$ cat config.mk
export PLATFORM = sky130hd
export DESIGN_NAME = unidade_controle_multiciclo
export DESIGN_NICKNAME = d
export VERILOG_FILES = /design/src/rtl/uc_pkg.sv /design/src/rtl/uc_decodificador.sv /design/src/rtl/unidade_controle_multiciclo.sv
export SDC_FILE = /design/constraint.sdc
export NUM_CORES = 1
export LEC_CHECK = 0
export BUFFER_PORTS_ARGS = -buffer_cell sky130_fd_sc_hd__buf_4
export CAP_MARGIN = 10
export CORE_MARGIN = 3
export CORE_UTILIZATION = 49
export DETAILED_ROUTE_END_ITERATION = 6
export GPL_TIMING_DRIVEN = 0
export PLACE_DENSITY = 0.83
export SETUP_SLACK_MARGIN = 0.15
export SLEW_MARGIN = 20
export SYNTH_ARGS = -nofsm -noshare
export SYNTH_HDL_FRONTEND = slang
export SYNTH_SLANG_ARGS = --single-unit
export TNS_END_PERCENT = 50
$ cat constraint.sdc
create_clock -name clk -period 4.1 [get_ports clk]
set_input_delay 0.205 -clock clk [delete_from_list [all_inputs] [get_ports clk]]
set_output_delay 0.205 -clock clk [all_outputs]
set_load 0.02 [all_outputs]
$ cat src/rtl/uc_pkg.sv
// Shared encodings for the RV64I multicycle control unit: FSM states, opcodes,
// instruction classes and the pc_src / wb_sel / imm_sel select values.
package uc_pkg;

  typedef enum logic [2:0] {
    BUSCA      = 3'd0,
    DECODIFICA = 3'd1,
    EXECUTA    = 3'd2,
    MEMORIA    = 3'd3,
    ESCRITA    = 3'd4,
    ERRO       = 3'd5
  } estado_t;

  typedef enum logic [3:0] {
    CL_NENHUMA,
    CL_R,
    CL_ADDI,
    CL_AUIPC,
    CL_LD,
    CL_SD,
    CL_BEQ,
    CL_JAL,
    CL_JALR
  } classe_t;

  localparam logic [6:0] OPC_LOAD   = 7'h03;
  localparam logic [6:0] OPC_STORE  = 7'h23;
  localparam logic [6:0] OPC_OP     = 7'h33;
  localparam logic [6:0] OPC_OP_IMM = 7'h13;
  localparam logic [6:0] OPC_JAL    = 7'h6F;
  localparam logic [6:0] OPC_JALR   = 7'h67;
  localparam logic [6:0] OPC_AUIPC  = 7'h17;
  localparam logic [6:0] OPC_BRANCH = 7'h63;

  localparam logic [1:0] PC_MAIS4 = 2'd0;
  localparam logic [1:0] PC_IMM   = 2'd1;
  localparam logic [1:0] PC_JALR  = 2'd2;

  localparam logic [1:0] WB_ULA   = 2'd0;
  localparam logic [1:0] WB_MEM   = 2'd1;
  localparam logic [1:0] WB_PC4   = 2'd2;
  localparam logic [1:0] WB_AUIPC = 2'd3;

  localparam logic [2:0] IMM_I = 3'd0;
  localparam logic [2:0] IMM_S = 3'd1;
  localparam logic [2:0] IMM_B = 3'd2;
  localparam logic [2:0] IMM_U = 3'd3;
  localparam logic [2:0] IMM_J = 3'd4;

  function automatic logic eh_memoria(input classe_t c);
    return (c == CL_LD) || (c == CL_SD);
  endfunction

endpackage

$ cat src/rtl/uc_decodificador.sv
// Combinational decode of opcode/funct3/funct7 into an instruction class;
// anything outside ld/sd/add/sub/addi/jal/jalr/auipc/beq is flagged illegal.
module uc_decodificador
  import uc_pkg::*;
(
  input  logic [6:0] opcode,
  input  logic [2:0] funct3,
  input  logic [6:0] funct7,
  output classe_t    classe,
  output logic       legal
);

  always_comb begin
    classe = CL_NENHUMA;
    case (opcode)
      OPC_LOAD:   if (funct3 == 3'b011) classe = CL_LD;
      OPC_STORE:  if (funct3 == 3'b011) classe = CL_SD;
      OPC_OP:     if (funct3 == 3'b000 && (funct7 == 7'h00 || funct7 == 7'h20)) classe = CL_R;
      OPC_OP_IMM: if (funct3 == 3'b000) classe = CL_ADDI;
      OPC_JAL:    classe = CL_JAL;
      OPC_JALR:   if (funct3 == 3'b000) classe = CL_JALR;
      OPC_AUIPC:  classe = CL_AUIPC;
      OPC_BRANCH: if (funct3 == 3'b000) classe = CL_BEQ;
      default:    classe = CL_NENHUMA;
    endcase
  end

  assign legal = (classe != CL_NENHUMA);

endmodule

$ cat src/rtl/unidade_controle_multiciclo.sv
// Multicycle control FSM for the RV64I datapath (BUSCA/DECODIFICA/EXECUTA/MEMORIA/ESCRITA/ERRO).
// Optional UC_CONTADOR_RETIRADAS_EN adds the instr_retiradas counter output.
module unidade_controle_multiciclo
  import uc_pkg::*;
#(
  parameter int XLEN        = 64,
  parameter int LAT_MAX_MEM = 16
) (
  input  logic        clk,
  input  logic        rst_n,
  input  logic [31:0] instr,
  input  logic        ula_zero,
  input  logic        mem_pronto,
  output logic        ir_we,
  output logic        pc_we,
  output logic [1:0]  pc_src,
  output logic        WeR,
  output logic [1:0]  wb_sel,
  output logic        WeM,
  output logic        mem_re,
  output logic        soma_ou_subtrai,
  output logic        subtraindo,
  output logic        imediato,
  output logic [2:0]  imm_sel,
  output logic [2:0]  estado_atual,
  output logic        instr_ilegal
`ifdef UC_CONTADOR_RETIRADAS_EN
  ,
  output logic [XLEN-1:0] instr_retiradas
`endif
);

  localparam int CW = $clog2(LAT_MAX_MEM + 1);

  estado_t         estado_reg;
  classe_t         classe_reg;
  logic            sub_reg;
  logic [CW-1:0]   espera_reg;
  classe_t         classe_dec;
  logic            legal_dec;
  logic            unused_bits;

  uc_decodificador u_decodificador (
    .opcode (instr[6:0]),
    .funct3 (instr[14:12]),
    .funct7 (instr[31:25]),
    .classe (classe_dec),
    .legal  (legal_dec)
  );

  // Register/immediate fields are consumed by the datapath, not here.
  assign unused_bits = ^{instr[24:15], instr[11:7], (XLEN > 0)};

  always_ff @(posedge clk or negedge rst_n) begin
    if (!rst_n) begin
      estado_reg <= BUSCA;
      classe_reg <= CL_NENHUMA;
      sub_reg    <= 1'b0;
      espera_reg <= '0;
    end else begin
      case (estado_reg)
        BUSCA: estado_reg <= DECODIFICA;
        DECODIFICA: begin
          classe_reg <= classe_dec;
          sub_reg    <= instr[30];
          estado_reg <= legal_dec ? EXECUTA : ERRO;
        end
        EXECUTA: begin
          espera_reg <= '0;
          if (eh_memoria(classe_reg))
            estado_reg <= MEMORIA;
          else if (classe_reg == CL_R || classe_reg == CL_ADDI || classe_reg == CL_AUIPC)
            estado_reg <= ESCRITA;
          else
            estado_reg <= BUSCA;
        end
        MEMORIA: begin
          // mem_pronto takes priority over a timeout landing in the same cycle
          if (mem_pronto)
            estado_reg <= (classe_reg == CL_SD) ? BUSCA : ESCRITA;
          else if (espera_reg == CW'(LAT_MAX_MEM - 1))
            estado_reg <= ERRO;
          else
            espera_reg <= espera_reg + 1'b1;
        end
        ESCRITA: estado_reg <= BUSCA;
        ERRO:    estado_reg <= ERRO;
        default: estado_reg <= BUSCA;
      endcase
    end
  end

  always_comb begin
    ir_we           = rst_n && (estado_reg == BUSCA);
    pc_we           = 1'b0;
    pc_src          = PC_MAIS4;
    WeR             = 1'b0;
    wb_sel          = WB_ULA;
    WeM             = 1'b0;
    mem_re          = 1'b0;
    soma_ou_subtrai = 1'b0;
    subtraindo      = 1'b0;
    imediato        = 1'b0;
    imm_sel         = IMM_I;

    // ULA/immediate controls stay stable for the whole instruction body
    if (estado_reg == EXECUTA || estado_reg == MEMORIA || estado_reg == ESCRITA) begin
      case (classe_reg)
        CL_R: begin
          soma_ou_subtrai = 1'b1;
          subtraindo      = sub_reg;
        end
        CL_ADDI, CL_LD: imediato = 1'b1;
        CL_SD: begin
          imediato = 1'b1;
          imm_sel  = IMM_S;
        end
        CL_AUIPC: imm_sel = IMM_U;
        CL_BEQ: begin
          subtraindo = 1'b1;
          imm_sel    = IMM_B;
        end
        CL_JAL:  imm_sel = IMM_J;
        default: imm_sel = IMM_I;
      endcase
    end

    case (estado_reg)
      EXECUTA: begin
        case (classe_reg)
          CL_BEQ: begin
            pc_we  = 1'b1;
            pc_src = ula_zero ? PC_IMM : PC_MAIS4;
          end
          CL_JAL: begin
            WeR    = 1'b1;
            wb_sel = WB_PC4;
            pc_we  = 1'b1;
            pc_src = PC_IMM;
          end
          CL_JALR: begin
            WeR    = 1'b1;
            wb_sel = WB_PC4;
            pc_we  = 1'b1;
            pc_src = PC_JALR;
          end
          default: pc_we = 1'b0;
        endcase
      end
      MEMORIA: begin
        WeM    = (classe_reg == CL_SD);
        mem_re = (classe_reg == CL_LD);
        pc_we  = (classe_reg == CL_SD) && mem_pronto;
      end
      ESCRITA: begin
        WeR   = 1'b1;
        pc_we = 1'b1;
        if (classe_reg == CL_LD)
          wb_sel = WB_MEM;
        else if (classe_reg == CL_AUIPC)
          wb_sel = WB_AUIPC;
        else
          wb_sel = WB_ULA;
      end
      default: pc_we = 1'b0;
    endcase
  end

  assign estado_atual = estado_reg;
  assign instr_ilegal = (estado_reg == ERRO);

`ifdef UC_CONTADOR_RETIRADAS_EN
  always_ff @(posedge clk or negedge rst_n) begin
    if (!rst_n)
      instr_retiradas <= '0;
    else if (pc_we && estado_reg != ERRO)
      instr_retiradas <= instr_retiradas + 1'b1;
  end
`endif

endmodule

Word-level counts from Yosys, hierarchy flattened:

Index checks and enable logic that the tools add are counted.

* bits in registers: 13
* input port bits: 36
* word-level logic and storage cells: 88

* reductions and logical operators: 18
* multiplexer cells: 38
* equal/unequal tests: 27
* $add $sub $neg: 1

Operator list (number)
* 4-bit one-hot mux with 8 select lines: 1
* 3-bit two-way mux: 10
* 7-bit by 6-bit == test with 1-bit output, second input constant: 3
* 7-bit == test, second input constant: 3
* 4-bit by 3-bit == test with 1-bit output, second input constant: 4
* 3-bit one-hot mux with 5 select lines: 1
* 7-bit by 5-bit == test with 1-bit output, second input constant: 2
* 3-bit one-hot mux with 4 select lines: 1
* 1-bit two-way mux: 11
* 2-bit two-way mux: 5
* 5-bit two-way mux: 2
* 5-bit one-hot mux with 2 select lines: 1
* 3-bit by 2-bit == test with 1-bit output, second input constant: 3
* 4-bit by 2-bit == test with 1-bit output, second input constant: 2
* 7-bit by 2-bit == test with 1-bit output, second input constant: 1
* 7-bit zero test: 1
* 3-bit == test, second input constant: 2
* 3-bit zero test: 2
* 1-bit logical OR: 6
* 2-bit one-hot mux with 3 select lines: 1
* 3-bit OR reduction: 2
* 5-bit by 1-bit adder with 5-bit output, second input constant: 1
* 5-bit by 4-bit == test with 1-bit output, second input constant: 1
* 4-bit by 1-bit == test with 1-bit output, second input constant: 1
* other kinds (13): 17

Longest topological paths before layout:

* depth after elaboration: 8
* depth in mapped cells: 7
* depth with buffers taken out: 7

Hierarchy:

A second synthesis with hierarchy kept.

* cell total of the unflattened synthesis: 125
* area, all modules: 1109.8 µm²

By module, submodules not included
* unidade_controle_multiciclo: seq. area each 325.3 µm², cells an instance 101, area each 930.9 µm², times used 1
* uc_decodificador: seq. area each 0.0 µm², cells an instance 24, area each 178.9 µm², times used 1

Worst setup path before layout:

No wires, ideal clock.

* path type: flip-flop to output port
* from: reg estado_reg[1] (netlist: estado_atual[1])
* to: out soma_ou_subtrai
* stages on the path, launching flop included: 6
* arrival time: 1.637 ns
* buffers on the path: 0
* slack: 2.258 ns
* cells stage by stage: dfrtp_1 -> nand2b_1 -> nor2_1 -> nor2_1 -> or2_1 -> nor3_1

* cells in the longest elaborated chain, start to end: 4
* elaborated cells on any way between the ends: 6
* those cells by class: eq/ne (3); mux (1); reduce/logical (2)

Ends and longest elaborated chain
* from (decl): line unidade_controle_multiciclo.sv:35 `estado_t estado_reg;`
* from (signal assigned): line unidade_controle_multiciclo.sv:66 `estado_reg <= legal_dec ? EXECUTA : ERRO;`
* from (signal assigned): line unidade_controle_multiciclo.sv:80 `estado_reg <= (classe_reg == CL_SD) ? BUSCA : ESCRITA;`
* 3-bit by 2-bit == test with 1-bit output: line unidade_controle_multiciclo.sv:107 `if (estado_reg == EXECUTA || estado_reg == MEMORIA || estado_reg == ESCRITA) begin`
* 1-bit logical OR: line unidade_controle_multiciclo.sv:107
* 1-bit logical OR (*): line unidade_controle_multiciclo.sv:107
* 1-bit two-way mux (*): line unidade_controle_multiciclo.sv:107
* to (decl): line unidade_controle_multiciclo.sv:21 `output logic soma_ou_subtrai,`

Every way passes the cells marked *; elsewhere a longest branch is shown, timed or not.

Worst setup path in the final report:

* from: reg estado_reg[0] (netlist: estado_atual[0])
* to: out wb_sel[1]

* cells in the longest elaborated chain, start to end: 2
* elaborated cells on any way between the ends: 3
* those cells by class: eq/ne (2); mux (1)

Ends and longest elaborated chain
* 3-bit == test or 3-bit by 2-bit == test with 1-bit output (tied branches): line unidade_controle_multiciclo.sv:128 `case (estado_reg)`
* 2-bit one-hot mux with 2 select lines (*): line unidade_controle_multiciclo.sv:128
* to (decl): line unidade_controle_multiciclo.sv:18 `output logic [1:0] wb_sel,`

Marks and branches as above.

==> impl_metrics.yaml <==
timing:
  fmax_mhz: 490
  hold_viol: 0
  setup_tns_ns: 0
  finalClockSkew_ns: 0.0117
  drv_slew: 0
  setup_viol: 0
  worstMarginPinSlew_ns: 0.450
  min_period_over_period_pct: 49.8
  rsz0062_at_grt: "no"
  min_period_ns: 2.04
  relSlewSlack_pct: 70.0
setup_path:
  slowest_delay_ns: 0.44
  cp-end-kind: "primary output"
  r2r_setup_slack_ns: 2.30
  regToRegStartpoint: "espera_reg[0]"
  critPathArrivalTime_ns: 1.84
  reg2reg_to: "espera_reg[3]"
  cp_max_fo: 9
  critPathBufInv: 2
  cp.depth: 7
  path_class: "reg2out"
  critPathLaunchType: "flip-flop"
  cp.required_ns: 3.89
  cp_slowest_cell: "or3b_1"
  crit_chain: "buf_2, or3b_1, nor2_1, a21oi_1, nor3_1, a31o_1, buf_4"
  setup.worst_path.end: "wb_sel[1]"
  ff2ff_path_depth: 7
  critPathLaunch: "estado_atual[0]"
  crit_family: "simple AND/OR/NAND/NOR gates"
synthesis:
  synthDistinctLibCells: 45
  synthFlopType: "dfrtp_1"
  synth-edff-count: 0
  avgSynthCellArea_sq_um: 7.81
  synthCells: 144
  synth-seq-area-share_pct: 28.9
  synth_nets: 182
  ys_seq_elements: 13
  synth_area_sq_um: 1120
  yosysWarnings: 0
  synthArstFlopShare_pct: 100
power_and_ir_drop:
  leakage_nw: 0.694
  max-vdd-ir-drop_mv: 0.181
  p_sw_mw: 0.149
  powerDensity_nw_per_um2: 273
  p_sw_share_pct: 36.7
  fin_total_pwr_mw: 0.406
  p_clk_share_pct: 18.8
  seqPwrFrac_pct: 38.9
  p_int_mw: 0.257
  comb_power_share_pct: 42.2
routing:
  routed_via_density: 5.47
  met3_length_um: 166
  wl_per_cell_um: 12.6
  drc: 0
  dr_wl_met2_um: 1300
  highest_layer: "met4"
  dr.pass1.iters: 4
  wl_met1_um: 1220
  initialDrtViolationCount: 16
  drtAntennaViolNets: 0
  wl_um: 2710
  vias: 1177
cells_and_area:
  antenna_cells: 0
  final_cell_area_sq_um: 1490
  fin_nets: 227
  register_area_sq_um: 325
  layout.cells.most_common: "buf_4"
  largest_reg_flops: 5
  fill_cells: 176
  area_growth_pct: 32.3
  multiInputGateArea_sq_um: 753
  final_cell_mix: "buf_4 (41), nor2_1 (22), nand2_1 (14)"
  final_cells: 215
  drive_gt1_share_pct: 28.7
global_routing:
  grt_pass1_wl_um: 4560
  grt_start_max_net_pins: 15
  grt.overflow.total: 0
  grt_pass1_vias: 1057
  track_usage_pct: 21.0
  antenna_found_initial: 0
placed_design:
  place_inst: 210
  place_hpwl_um: 2180
  placed_area_sq_um: 1450
  place.gp.congestion: 0.799
  port_buffers: 39
die:
  die_h_um: 53.9
  die_w_um: 53.9
  core_sq_um: 2060
  io_pins: 55
  rows: 16
  start_util_pct: 54.6
  die_area_sq_um: 2910
flow_run:
  drv_cap: 0
clock_network:
  cts-root-buf: "clkbuf_4"
  clockBufferDepth: 2
  cts_setup_buffers: 0
  cts_buffers: 3
  cts_tree: "done"
  cts.clk_slew.worst_paths_ns: 0.08
  clock-sinks: 13
  cts_max_level: 1
  clk_latency_ns: 0.27
hold_path:
  hold_path_class: "in2reg"
  worstHoldStart: "instr[30]"
status:
  status: "finished clean"
## layer usage
layer,vias to the layer above,track usage [%]
li1,612,-
met1,524,26.2
met3,2,1.66
met4,0,5.11
met2,39,38.7
met5,-,0
## cell usage after synthesis (2+ instances only)
| library cell | count | area [sq um] |
|---|---|---|
| nand3_1 | 6 | 30.0 |
| buf_4 | 2 | 15.0 |
| or3_1 | 5 | 31.3 |
| nor2_1 | 22 | 82.6 |
| ha_1 | 2 | 25.0 |
| xor2_1 | 4 | 35.0 |
| mux2_1 | 2 | 22.5 |
| nand2_1 | 14 | 52.6 |
| nor2b_1 | 3 | 18.8 |
| a21oi_1 | 6 | 30.0 |
| a211o_1 | 2 | 17.5 |
| nand3b_1 | 3 | 22.5 |
| nor3_1 | 9 | 45.0 |
| nand2b_1 | 5 | 31.3 |
| or4_4 | 2 | 22.5 |
| or2_1 | 3 | 18.8 |
| o21ai_0 | 8 | 40.0 |
| and3_1 | 3 | 18.8 |
| dfrtp_1 | 13 | 325 |
| o21ai_1 | 4 | 20.0 |
| clkbuf_1 | 2 | 7.51 |
## timing repair
item	4_1_cts	5_1_grt
resized for setup	0	0
hold buffers	1	0
endpoints found under the hold margin	13	0
## kinds of logic (layout without fill, tap and decap cells)
family | count (synthesis) | after routing | share of synthesized area, %
AOI/OAI and AO/OA | 30 | 30 | 18.0
xor gates and xnor gates | 4 | 4 | 3.11
adders and majority gates | 2 | 2 | 2.22
buffers and inverters | 8 | 52 | 4.11
DFF | 13 | 13 | 28.9
muxes | 3 | 3 | 2.89
and+or+nand+nor | 84 | 84 | 40.7
## cell type report
cell class                      instances  share of cell area (%)
Buffer                                  6                    2.61
Clock buffer                            4                    1.77
Inverter                                2                   0.505
Multi-Input combinational cell        123                    50.6
Sequential cell                        13                    21.9
Tap cell                               27                    2.27
Timing Repair Buffer                   40                    20.4
## per-stage QoR
step	setup slack [ns]	hold slack, ns	utilization [%]
finish	2.06	0.153	72.1
global route	1.93	0.160	72.1
CTS	2.05	0.149	72.1
detailed placement	2.33	0.0583	70.4
global placement	2.31	0.0543	70.4
floorplan	2.26	-0.0906	-
## how the worst min path moves through the flow
| stage | depth (start not counted) | slack, ns | to |
|---|---|---|---|
| after floorplan | 0 | -0.09 | classe_reg[0] |
| after global placement | 1 | 0.05 | espera_reg[4] |
| after detailed placement | 1 | 0.06 | espera_reg[4] |
| after CTS | 2 | 0.15 | sub_reg |
| after global routing | 2 | 0.16 | sub_reg |
| final | 2 | 0.15 | sub_reg |
## power groups by stage
stage	combinational [mW]	sequential [mW]	clock, mW
after detailed placement	0.170	0.160	0
after floorplan	0.101	0.164	0
after global placement	0.168	0.160	0
after CTS	0.172	0.158	0.0792
after global routing	0.189	0.161	0.0841
final	0.171	0.158	0.0765
No activity file was read; power rests on OpenSTA's default activity.
